--- src/rtl/noc_bridge_pkg.sv ---
// rtl/noc_bridge_pkg.sv - shared types and constants for the credit-based NoC bridge
package noc_bridge_pkg;

    localparam int NumCred_NocBridge = 8;
    localparam int BridgeCredWidth   = $clog2(NumCred_NocBridge + 1);

    localparam int FlitReqWidth  = 32;
    localparam int FlitRspWidth  = 24;
    localparam int FlitDataWidth = 32;

    typedef logic [FlitReqWidth-1:0]    flit_req_data_t;
    typedef logic [FlitRspWidth-1:0]    flit_rsp_data_t;
    typedef logic [FlitDataWidth-1:0]   flit_data_t;
    typedef logic [BridgeCredWidth-1:0] bridge_credit_t;

    typedef enum logic {
        request  = 1'b0,
        response = 1'b1
    } channel_hdr_e;

    typedef struct packed {
        channel_hdr_e data_hdr;
        flit_data_t   data;
    } data_bits_t;

    typedef struct packed {
        logic           data_validity;
        channel_hdr_e   credits_hdr;
        bridge_credit_t credits;
    } user_bits_t;

    typedef struct packed {
        data_bits_t tdata;
        user_bits_t tuser;
    } axis_packet_t;

    function automatic channel_hdr_e other_channel(input channel_hdr_e c);
        return (c == request) ? response : request;
    endfunction

endpackage

--- src/rtl/noc_bridge_credit_cnt.sv ---
// rtl/noc_bridge_credit_cnt.sv - credit counter applying the net of increment and decrement per cycle
module noc_bridge_credit_cnt #(
    parameter int Width = 4
) (
    input  logic             clk,
    input  logic             rst,
    input  logic [Width-1:0] rst_val,
    input  logic [Width-1:0] inc,
    input  logic [Width-1:0] dec,
    output logic [Width-1:0] count
);

    always_ff @(posedge clk or posedge rst) begin
        if (rst) begin
            count <= rst_val;
        end else begin
            count <= count + inc - dec;
        end
    end

endmodule

--- src/rtl/noc_bridge_vc_tx.sv ---
// rtl/noc_bridge_vc_tx.sv - transmit side of the VC bridge: credit-gated arbitration, credit piggyback, AXIS register
module noc_bridge_vc_tx
    import noc_bridge_pkg::*;
#(
    parameter int NumCred = NumCred_NocBridge
) (
    input  logic           clk_i,
    input  logic           rst_i,
    input  logic           req_valid_i,
    output logic           req_ready_o,
    input  flit_req_data_t req_data_i,
    input  logic           rsp_valid_i,
    output logic           rsp_ready_o,
    input  flit_rsp_data_t rsp_data_i,
    input  logic           req_consumed_i,
    input  logic           rsp_consumed_i,
    input  logic           cred_valid_i,
    input  channel_hdr_e   cred_hdr_i,
    input  bridge_credit_t cred_i,
    output logic           axis_tvalid_o,
    input  logic           axis_tready_i,
    output data_bits_t     axis_tdata_o,
    output user_bits_t     axis_tuser_o
);

    localparam int CW = $clog2(NumCred + 1);
    localparam logic [CW-1:0] CredMax = CW'(NumCred);

    logic [CW-1:0] tx_cred_req, tx_cred_rsp, rx_owed_req, rx_owed_rsp;
    logic [CW-1:0] tx_inc_req, tx_inc_rsp, owed_dec_req, owed_dec_rsp;
    logic [CW-1:0] cred_amt;
    channel_hdr_e  data_ptr, cred_ptr, data_sel, cred_sel;
    logic          req_elig, rsp_elig, req_nz, rsp_nz;
    logic          data_any, cred_any, load_en, load;
    axis_packet_t  pkt_d, pkt_q;

    assign req_elig = req_valid_i && (tx_cred_req != '0);
    assign rsp_elig = rsp_valid_i && (tx_cred_rsp != '0);
    assign req_nz   = (rx_owed_req != '0);
    assign rsp_nz   = (rx_owed_rsp != '0);
    assign data_any = req_elig || rsp_elig;
    assign cred_any = req_nz || rsp_nz;

    // Gating on rst_i keeps the ready outputs low while counters sit at their reset values.
    assign load_en = !axis_tvalid_o || axis_tready_i;
    assign load    = load_en && (data_any || cred_any) && !rst_i;

    assign req_ready_o = load && req_elig && (data_sel == request);
    assign rsp_ready_o = load && rsp_elig && (data_sel == response);

    always_comb begin
        data_sel = request;
        if (req_elig && rsp_elig) begin
            data_sel = data_ptr;
        end else if (rsp_elig) begin
            data_sel = response;
        end

        cred_sel = request;
        if (req_nz && rsp_nz) begin
            cred_sel = cred_ptr;
        end else if (rsp_nz) begin
            cred_sel = response;
        end
        cred_amt = (cred_sel == request) ? rx_owed_req : rx_owed_rsp;

        pkt_d                   = '0;
        pkt_d.tdata.data_hdr    = response;
        pkt_d.tuser.credits_hdr = response;
        if (data_any) begin
            pkt_d.tdata.data_hdr       = data_sel;
            pkt_d.tdata.data           = (data_sel == request) ? flit_data_t'(req_data_i)
                                                                : flit_data_t'(rsp_data_i);
            pkt_d.tuser.data_validity  = 1'b1;
        end
        if (cred_any) begin
            pkt_d.tuser.credits_hdr = cred_sel;
            pkt_d.tuser.credits     = bridge_credit_t'(cred_amt);
        end
    end

    // The whole owed count is returned at once, so the decrement equals the current count.
    assign tx_inc_req   = (cred_valid_i && cred_hdr_i == request)  ? CW'(cred_i) : '0;
    assign tx_inc_rsp   = (cred_valid_i && cred_hdr_i == response) ? CW'(cred_i) : '0;
    assign owed_dec_req = (load && cred_any && cred_sel == request)  ? rx_owed_req : '0;
    assign owed_dec_rsp = (load && cred_any && cred_sel == response) ? rx_owed_rsp : '0;

    noc_bridge_credit_cnt #(.Width(CW)) u_tx_cred_req (
        .clk(clk_i), .rst(rst_i), .rst_val(CredMax),
        .inc(tx_inc_req), .dec(CW'(req_ready_o)), .count(tx_cred_req)
    );

    noc_bridge_credit_cnt #(.Width(CW)) u_tx_cred_rsp (
        .clk(clk_i), .rst(rst_i), .rst_val(CredMax),
        .inc(tx_inc_rsp), .dec(CW'(rsp_ready_o)), .count(tx_cred_rsp)
    );

    noc_bridge_credit_cnt #(.Width(CW)) u_rx_owed_req (
        .clk(clk_i), .rst(rst_i), .rst_val('0),
        .inc(CW'(req_consumed_i)), .dec(owed_dec_req), .count(rx_owed_req)
    );

    noc_bridge_credit_cnt #(.Width(CW)) u_rx_owed_rsp (
        .clk(clk_i), .rst(rst_i), .rst_val('0),
        .inc(CW'(rsp_consumed_i)), .dec(owed_dec_rsp), .count(rx_owed_rsp)
    );

    always_ff @(posedge clk_i or posedge rst_i) begin
        if (rst_i) begin
            data_ptr <= request;
            cred_ptr <= request;
        end else begin
            if (load && data_any) begin
                data_ptr <= other_channel(data_sel);
            end
            if (load && cred_any) begin
                cred_ptr <= other_channel(cred_sel);
            end
        end
    end

    always_ff @(posedge clk_i or posedge rst_i) begin
        if (rst_i) begin
            axis_tvalid_o <= 1'b0;
            pkt_q         <= '0;
        end else if (load) begin
            axis_tvalid_o <= 1'b1;
            pkt_q         <= pkt_d;
        end else if (axis_tready_i) begin
            axis_tvalid_o <= 1'b0;
        end
    end

    assign axis_tdata_o = pkt_q.tdata;
    assign axis_tuser_o = pkt_q.tuser;

`ifndef SYNTHESIS
    a_tx_cred_req_max: assert property (@(posedge clk_i) disable iff (rst_i) tx_cred_req <= CredMax);
    a_tx_cred_rsp_max: assert property (@(posedge clk_i) disable iff (rst_i) tx_cred_rsp <= CredMax);
    a_rx_owed_req_max: assert property (@(posedge clk_i) disable iff (rst_i) rx_owed_req <= CredMax);
    a_rx_owed_rsp_max: assert property (@(posedge clk_i) disable iff (rst_i) rx_owed_rsp <= CredMax);
    a_axis_stable: assert property (@(posedge clk_i) disable iff (rst_i)
        axis_tvalid_o && !axis_tready_i |=> axis_tvalid_o && $stable(axis_tdata_o) && $stable(axis_tuser_o));
`endif

endmodule

--- config.mk ---
export PLATFORM = sky130hd
export DESIGN_NAME = noc_bridge_vc_tx
export DESIGN_NICKNAME = d
export VERILOG_FILES = /design/src/rtl/noc_bridge_pkg.sv /design/src/rtl/noc_bridge_credit_cnt.sv /design/src/rtl/noc_bridge_vc_tx.sv
export SDC_FILE = /design/constraint.sdc
export NUM_CORES = 1
export LEC_CHECK = 0
export ABC_AREA = 1
export CORE_MARGIN = 10
export CORE_UTILIZATION = 35
export CTS_CLUSTER_DIAMETER = 40
export DETAILED_ROUTE_END_ITERATION = 7
export PLACE_DENSITY = 0.6
export SYNTH_ARGS = -nofsm -noshare
export SYNTH_HDL_FRONTEND = slang
export SYNTH_SLANG_ARGS = --single-unit
--- constraint.sdc ---
create_clock -name clk_i -period 3.8 [get_ports clk_i]
set_clock_uncertainty 0.05 [all_clocks]
set_input_delay 0.38 -clock clk_i [delete_from_list [all_inputs] [get_ports clk_i]]
set_output_delay 0.38 -clock clk_i [all_outputs]
set_load 0.03 [all_outputs]
; Yosys cells after proc, flatten, opt, wreduce, memory -nomap -nowiden
; Cells that the tools add are included.
[op_classes]
shift = 0
order_cmp = 0
mux = 16
add_sub_neg = 8
eq_ne = 0
div_mod_pow = 0
n_bitwise = 3
reduce_logical = 27
n_mul = 0
[ops]
columns = op, count
row1 = two-way mux 34 bit, 1
row2 = two-way mux 32 bit, 1
row3 = two-way mux 4 bit, 5
row4 = logical AND 1 bit, 16
row5 = nonzero test 4 bit, 4
row6 = adder 4 x 1 -> 4 bit, 2
row7 = adder 4 bit, 2
row8 = two-way mux 1 bit, 8
row9 = subtractor 4 x 1 -> 4 bit, 2
row10 = subtractor 4 bit, 2
row11 = two-way mux 5 bit, 1
row12 = logical OR 1 bit, 4
row13 = inverter 1 bit, 3
row14 = zero test 1 bit, 2
row15 = nonzero test 2 bit, 1
[word_totals]
latch_bits = 0
rom_bits = 0
ramBits = 0
regBits = 58
word_cells = 66
n_memories = 0
in_bits = 69
out_inout_bits = 42

; Logic depth before layout (Yosys ltp)
; Gate-level depths: netlist of run 1.
[logic_depth]
ltp_word = 10
depth_mapped = 17
ltp_nobuf = 16

; Least setup slack after synthesis of run 1
; OpenSTA, ideal clock, no wires.
[synth_timing]
kind = input -> register
start = input rst_i
end = register u_tx_cred_rsp.count[2]
path_slack_ps = -204
setup_time_ps = 123
t_required_ps = 3627
cell_stages = 14
arrival_ps = 3831
n_path_buf = 1
path_cell_list = inv_1 nand2_1 inv_4 nand2_4 nand2_4 buf_6 inv_2 nor2_2 ha_1 inv_1 ha_1 inv_1 fa_1 xnor2_1
[synth_via]
elab_chain_len = 5
[synth_rtl]
columns = item, line
row1 = from (decl), noc_bridge_vc_tx.sv:8  ; input logic rst_i,
row2 = zero test 1 bit (no line), -
row3 = logical AND 1 bit, noc_bridge_vc_tx.sv:46  ; assign load = load_en && (data_any || cred_any) && !rst_i;
row4 = logical AND 1 bit (2 in series), noc_bridge_vc_tx.sv:49  ; assign rsp_ready_o = load && rsp_elig && (data_sel == response);
row5 = via rsp_ready_o, noc_bridge_vc_tx.sv:13  ; output logic rsp_ready_o,
row6 = subtractor 4 x 1 -> 4 bit, noc_bridge_credit_cnt.sv:17  ; count <= count + inc - dec;
row7 = to (signal assigned), noc_bridge_credit_cnt.sv:15  ; count <= rst_val;
row8 = to (signal assigned), noc_bridge_credit_cnt.sv:17
row9 = to (decl), noc_bridge_credit_cnt.sv:10  ; output logic [Width-1:0] count
; The timed path passes the listed nets, and every way through them passes these cells.
; A chain may end at the register's enable or synchronous reset.

; Worst setup path in the final report of run 1
[layout_timing]
start = register u_tx_cred_req.count[3]
end = output req_ready_o
[layout_via]
elab_chain_len = 8
elab_cells_between_ends = 11
cone_classes = mux (1) / bitwise (1) / reduce/logical (9)
[layout_rtl]
columns = item, line
row1 = from (decl), noc_bridge_credit_cnt.sv:10
row2 = from (signal assigned), noc_bridge_credit_cnt.sv:15
row3 = from (signal assigned), noc_bridge_credit_cnt.sv:17
row4 = nonzero test 4 bit (*), noc_bridge_vc_tx.sv:37  ; assign req_elig = req_valid_i && (tx_cred_req != '0);
row5 = logical AND 1 bit (*), noc_bridge_vc_tx.sv:37
row6 = logical OR 1 bit, noc_bridge_vc_tx.sv:41  ; assign data_any = req_elig || rsp_elig;
row7 = logical OR 1 bit, noc_bridge_vc_tx.sv:46
row8 = logical AND 1 bit (2 in series), noc_bridge_vc_tx.sv:46
row9 = logical AND 1 bit, noc_bridge_vc_tx.sv:48  ; assign req_ready_o = load && req_elig && (data_sel == request);
row10 = logical AND 1 bit (*), noc_bridge_vc_tx.sv:48
row11 = to (decl), noc_bridge_vc_tx.sv:10  ; output logic req_ready_o,
; Mark *: on every way between the ends. The rest lies on a longest branch, timed or not.

==> flow_summary.yaml, run 1 <==
clock_network:
  cts-resized-gates: 0
  postCtsSetupBuffers: 0
  clkSinkCount: 58
  cts_tree: "yes"
  cts_root_buffer: "clkbuf_8"
  clockBufferDepth: 2
  numCtsBuffers: 9
  htreeDepth: 3
  path_clk_slew_ns: 0.07
  hold_buffers: 0
  clkLatencyLatePin_ns: 0.33
timing:
  finalSetupTns_ns: 0
  finalWorstSetupSlack_ns: 0.7525
  max_slew_margin_pct: 50.48
  holdWs_ns: 0.4573
  clock.fmax_mhz: 328.1
  tightest_slew_ns: 0.7428
  period_share_pct: 80.20
  slew_viol_final: 0
  setup_viol: 0
  rsz0062_at_grt: "no"
  finalCriticalPeriod_ns: 3.047
  hold_viol_final: 0
power:
  p_seq_share_pct: 30.6
  peakVddDrop_v: 0.0003596
  switching_share_pct: 41.55
  p_sw_mw: 1.334
  combPwrFrac_pct: 49.7
  power.clock.fraction_pct: 19.7
  p_per_area_nw_per_um2: 643.2
  p_leak_nw: 2.483
  internal_power_mw: 1.877
synthesis:
  ys_seq_area_share_pct: 40.19
  synth.distinct_cells: 31
  synth_mux_area_share_pct: 0
  yosysWarnings: 0
  syn_avg_cell_area_um2: 8.531
  syn_inst: 424
  ys_ff_latch: 58
  synth_top_area_cell: "dfrtp_1"
  synth_edf_count: 0
  yosys.area_share.adder_pct: 8.440
  synth-compound-area-share_pct: 3.148
  async_flop_share_pct: 100.0
  synth_top_family_by_area: "simple AND/OR/NAND/NOR gates"
  synth_xor_area_share_pct: 2.421
  synthTopCellsByArea: "dfrtp_1, nand2_1, nand3_1, inv_1, ha_1"
  yosys.area_share.simple_pct: 33.34
  yosysTopAreaCellShare_pct: 38.74
  synth-main-ff-cell: "dfrtp_1"
  netlist_area_um2: 3617
final_layout:
  antenna_cells: 0
  drive_gt1_share_pct: 13.20
  nets: 624
  nFillCells: 1002
  fin_area_um2: 4992
  syn_to_final_growth_pct: 38.01
place:
  post-place-ws_ns: 0.5645
  dpl_cell_area_um2: 4773
  place.gp.congestion: 0.7473
  dpl.hpwl_mm: 7.280
  placement.io_buffers: 110
global_routing:
  grt_pass1_wl_mm: 16.10
  overflow: 0
  antenna_found_initial: 0
  grt-busiest-layer: "met2"
  grt_usage_pct: 13.55
  grt_util_met1_pct: 16.76
  grt_start_max_net_pins: 59
  grt_use_met3_pct: 4.209
  grt_pass1_vias: 3213
  met2_usage_pct: 21.96
floorplan:
  initial_core_util_pct: 35.52
  die-area_um2: 14800
  coreArea_um2: 10180
  die_y_um: 121.7
  die_w_um: 121.7
  num_rows: 37
  ioPinCount: 111
worst_setup_path:
  path_delay_family: "simple AND/OR/NAND/NOR gates"
  cp.depth: 7
  crit_start: "u_tx_cred_req.count[3]"
  required_ns: 3.37
  crit_slowest_cell: "clkdlybuf4s50_1"
  cp_slowest_stage_delay_ns: 0.68
  r2r_setup_slack_ns: 1.07
  r2r-start: "u_tx_cred_req.count[3]"
  path_cells: "nor2_2, nand2_2, nand3_4, nand2_4, nand2_1, inv_1, clkdlybuf4s50_1"
  critPathBufInv: 2
  crit_fanout: 35
  r2r_cells: 14
  arrival_ns: 2.62
  end_kind: "output pin"
  endpoint: "req_ready_o"
  r2r_end: "u_tx_cred_req.count[3]"
  criticalPathCategory: "flop to output pin"
  cp-start-kind: "flop"
run_status:
  status: "completed"
route:
  wire_per_inst_um: 14.22
  drcViolationCount: 0
  drt_pass1_iterations: 4
  vias: 3061
  drt_first_iter_violations: 95
  routed_wl_mm: 9.582
  postRouteAntennaNets: 0
  vias_per_cell: 4.542
run:
  maxCapViolations: 0
worst_hold_path:
  hold_path_class: "flop to flop"
cell usage in the layout, fill, tap and decap left out, types with 5 or more instances in the layout:
cell type / Yosys / final
nand3_1: 59 / 59
nand2_1: 88 / 88
ha_1: 18 / 18
xor2_1: 6 / 6
nand3b_1: 24 / 24
nand2_2: 7 / 7
dfrtp_1: 56 / 56
clkdlybuf4s50_1: 0 / 109
clkbuf_8: 0 / 10
o21ai_2: 7 / 7
inv_2: 5 / 5
inv_1: 72 / 71
nor2_1: 13 / 13
nand3_2: 20 / 20
worst min path at each step:
| stage | from | cells after the start | slack, ns | end |
|---|---|---|---|---|
| floorplan | rst_i | 1 | 0.43 | axis_tdata_o[0] |
| global placement | axis_tuser_o[5] | 2 | 0.43 | axis_tuser_o[5] |
| detailed placement | axis_tuser_o[5] | 2 | 0.43 | axis_tuser_o[5] |
| CTS | axis_tuser_o[5] | 2 | 0.45 | axis_tuser_o[5] |
| global route | axis_tuser_o[5] | 2 | 0.49 | axis_tuser_o[5] |
| finish | axis_tdata_o[12] | 2 | 0.46 | axis_tdata_o[12] |
logic make-up after synthesis:
group	after synthesis
AOI/OAI and AO/OA	16
other	2
DFF	58
adders and majority gates	22
xor gates and xnor gates	10
and+or+nand+nor	221
buffers and inverters	95
cell type report:
cell class                      count  area [µm²]  share of cell area [%]
Clock buffer                       11       141.4                   2.832
Clock inverter                      5       77.57                   1.554
Inverter                           79       307.8                   6.165
Multi-Input combinational cell    273        1728                   34.61
Sequential cell                    58        1454                   29.12
Tap cell                          136       170.2                   3.409
Timing Repair Buffer              112        1114                   22.31
sequential cells by signal, indices dropped and copies added, names as in the netlist:
signal and count:
axis_tdata_o 33, axis_tuser_o 6, axis_tvalid_o 1, cred_ptr 1, data_ptr 1, u_rx_owed_req.count 4, u_rx_owed_rsp.count 4, u_tx_cred_req.count 4
u_tx_cred_rsp.count 4
metrics by stage:
stage / cells / power (mW) / utilization, %
after floorplan: 426 / 2.103 / -
after global placement: 658 / 2.558 / 46.87
after detailed placement: 658 / 2.616 / 46.87
after CTS: 674 / 3.271 / 49.02
after global routing: 674 / 3.494 / 49.02
final: 674 / 3.211 / 49.02
synthesized netlist by cell type, types with 5 or more instances:
cell      number
inv_2          5
ha_1          18
nand3_1       59
dfrtp_1       56
nand3b_1      24
nand2_1       88
o21ai_2        7
xor2_1         6
nor2_1        13
nand3_2       20
nand2_2        7
buf_4          9
inv_1         72
metal layers:
layer / wire length, µm / up-vias
met5: 0 / -
met3: 651 / 10
met1: 4307 / 1429
met2: 4500 / 74
met4: 123 / 0
li1: - / 1548
worst reg2reg max path, stage by stage, from the launching register on:
cell and delay [ns]:
dfstp_2 0.55, nor2_2 0.05, nand2_2 0.08, nand3_4 0.26, nand2_4 0.43, nand2_1 0.13
inv_1 0.12, ha_1 0.16, inv_1 0.07, ha_1 0.27, a21o_1 0.16, a21oi_1 0.16
inv_1 0.06, nand2_1 0.06, nand2_1 0.06
power by group through the flow:
stage	Combinational, mW	Clock, mW	Sequential [mW]
floorplan	0.919	0	1.18
global placement	1.57	0	0.991
detailed placement	1.62	0	0.992
CTS	1.63	0.658	0.982
global route	1.80	0.685	1.01
finish	1.60	0.633	0.983
Power figures use the tool's default switching activity.
==> inputs of run 2 (changes only) <==
--- a/config.mk
+++ b/config.mk
@@ -10,7 +10,7 @@
 export CORE_UTILIZATION = 35
 export CTS_CLUSTER_DIAMETER = 40
 export DETAILED_ROUTE_END_ITERATION = 7
-export PLACE_DENSITY = 0.6
+export PLACE_DENSITY = 0.62
 export SYNTH_ARGS = -nofsm -noshare
 export SYNTH_HDL_FRONTEND = slang
 export SYNTH_SLANG_ARGS = --single-unit
==> constraint.sdc (replaced) <==
create_clock -name clk_i -period 2.7 [get_ports clk_i]
set_clock_uncertainty 0.05 [all_clocks]
set_input_delay 0.27 -clock clk_i [delete_from_list [all_inputs] [get_ports clk_i]]
set_output_delay 0.27 -clock clk_i [all_outputs]
set_load 0.03 [all_outputs]
==> run 2 against run 1 <==
Wire length is 0.62% higher. Non-clock buffer count up 6. Critical path depth is the same. First-iteration DRC count rose by 64%. Setup slack worse by 0.47 ns. Count of clock-buffer cells in the layout is the same. Sequential cell count unchanged. Die area did not move. Cell count grew 0.59%. Clock power rose by 38%. Core utilization is 0.80 points higher. Worst hold slack got worse by 0.016 ns.
==> flow_summary.yaml, run 2 (same netlist as run 1, synthesis figures left out) <==
run_status:
  status: "completed"
floorplan:
  die_w_um: 121.7
  num_rows: 37
  die_y_um: 121.7
  ioPinCount: 111
  coreArea_um2: 10180
  initial_core_util_pct: 35.52
  die-area_um2: 14800
worst_hold_path:
  hold_path_class: "flop to flop"
timing:
  period_share_pct: 89.47
  finalSetupTns_ns: 0
  setup_viol: 0
  clock.fmax_mhz: 414.0
  tightest_slew_ns: 0.7572
  holdWs_ns: 0.4416
  slew_viol_final: 0
  max_slew_margin_pct: 49.52
  hold_viol_final: 0
  finalCriticalPeriod_ns: 2.416
  finalWorstSetupSlack_ns: 0.2843
  rsz0062_at_grt: "no"
final_layout:
  nFillCells: 1009
  final_cell_mix: "clkdlybuf4s50_1, nand2_1, inv_1"
  syn_to_final_growth_pct: 40.26
  mostFrequentLayoutCell: "clkdlybuf4s50_1"
  nets: 630
  largest_reg_flops: 33
  drive_gt1_share_pct: 14.94
  finish.utilization_pct: 49.82
  antenna_cells: 0
clock_network:
  cts-resized-gates: 0
  cts_tree: "yes"
  clockBufferDepth: 2
  cts_root_buffer: "clkbuf_8"
  htreeDepth: 3
  hold_buffers: 0
  path_clk_slew_ns: 0.07
  clkLatencyLatePin_ns: 0.33
  numCtsBuffers: 9
  clkSinkCount: 58
  postCtsSetupBuffers: 0
global_routing:
  antenna_found_initial: 0
  grt_pass1_vias: 3219
  grt_usage_pct: 13.49
  grt_pass1_wl_mm: 16.15
  grt_start_max_net_pins: 59
  overflow: 0
route:
  drt_first_iter_violations: 156
  drt_pass1_iterations: 4
  wire_per_inst_um: 14.22
  drcViolationCount: 0
  vias_per_cell: 4.506
  postRouteAntennaNets: 0
  routed_wl_mm: 9.641
  vias: 3055
place:
  post-place-ws_ns: 0.2158
  placement.io_buffers: 110
  dpl.hpwl_mm: 7.203
  place.gp.congestion: 0.7944
power:
  p_per_area_nw_per_um2: 895.1
  p_leak_nw: 2.509
  peakVddDrop_v: 0.0003297
  finalPower_mw: 4.541
worst_setup_path:
  required_ns: 2.38
  end_kind: "output pin"
  arrival_ns: 2.10
  criticalPathCategory: "flop to output pin"
  crit_fanout: 12
  cp-start-kind: "flop"
run:
  maxCapViolations: 0
[run 2: changes by cell type in the layout (fill, tap and decap cells not counted), sizes merged]
cell	before	now
clkinvlp	2	1
clkinv	2	1
buf	3	9
[run 2: through the flow]
stage / area [µm²] / cells
4_1_cts: 5074 / 678
5_1_grt: 5074 / 678
2_1_floorplan: 3681 / 426
6_report: 5074 / 678
3_3_place_gp: 4867 / 664
3_5_place_dp: 4867 / 664
[run 2: path summary, 6_finish.rpt]
kind                                             start                endpoint  slack (ns)  depth (start not counted)
worst max-delay path            u_tx_cred_req.count[3]             req_ready_o        0.28                          7
worst min-delay path                   axis_tuser_o[5]         axis_tuser_o[5]        0.44                          2
worst max register to register  u_tx_cred_rsp.count[3]  u_tx_cred_req.count[2]        0.39                         12
worst min register to register         axis_tuser_o[5]         axis_tuser_o[5]        0.44                          2
max in group asynchronous                        rst_i        axis_tdata_o[17]        1.55                          3
min in group asynchronous                        rst_i        axis_tdata_o[14]        0.54                          3
[run 2: cell type report]
class                      instances  area, µm²  share of cell area (%)
multi-input combinational        273       1769                   34.87
sequential                        58       1454                   28.66
timing repair buffer             118       1159                   22.84
inverter                          79      315.3                   6.215
tap                              136      170.2                   3.354
clock buffer                      11      141.4                   2.787
clock inverter                     3      65.06                   1.282
[run 2: critical path, cell delays in order (launching register included)]
cell and delay, ns:
dfstp_2 0.55, nor2_2 0.05, nand2_2 0.08, nand3_4 0.08, nand2_4 0.15, nand2_1 0.10
inv_2 0.06, clkdlybuf4s50_1 0.68
[run 2: where the power goes]
part / internal [mW] / switching (mW)
Clock: 0.534 / 0.337
Sequential: 1.19 / 0.184
Combinational: 0.946 / 1.35
Total: 2.67 / 1.87
[run 2: per-layer routing]
layer / track usage (%) / share of wire (%) / up-vias
met2: 21.65 / 47 / 88
met5: 0 / 0 / -
met1: 16.82 / 44 / 1405
li1: - / - / 1549
met3: 3.978 / 7.1 / 13
met4: 4.993 / 1.7 / 0
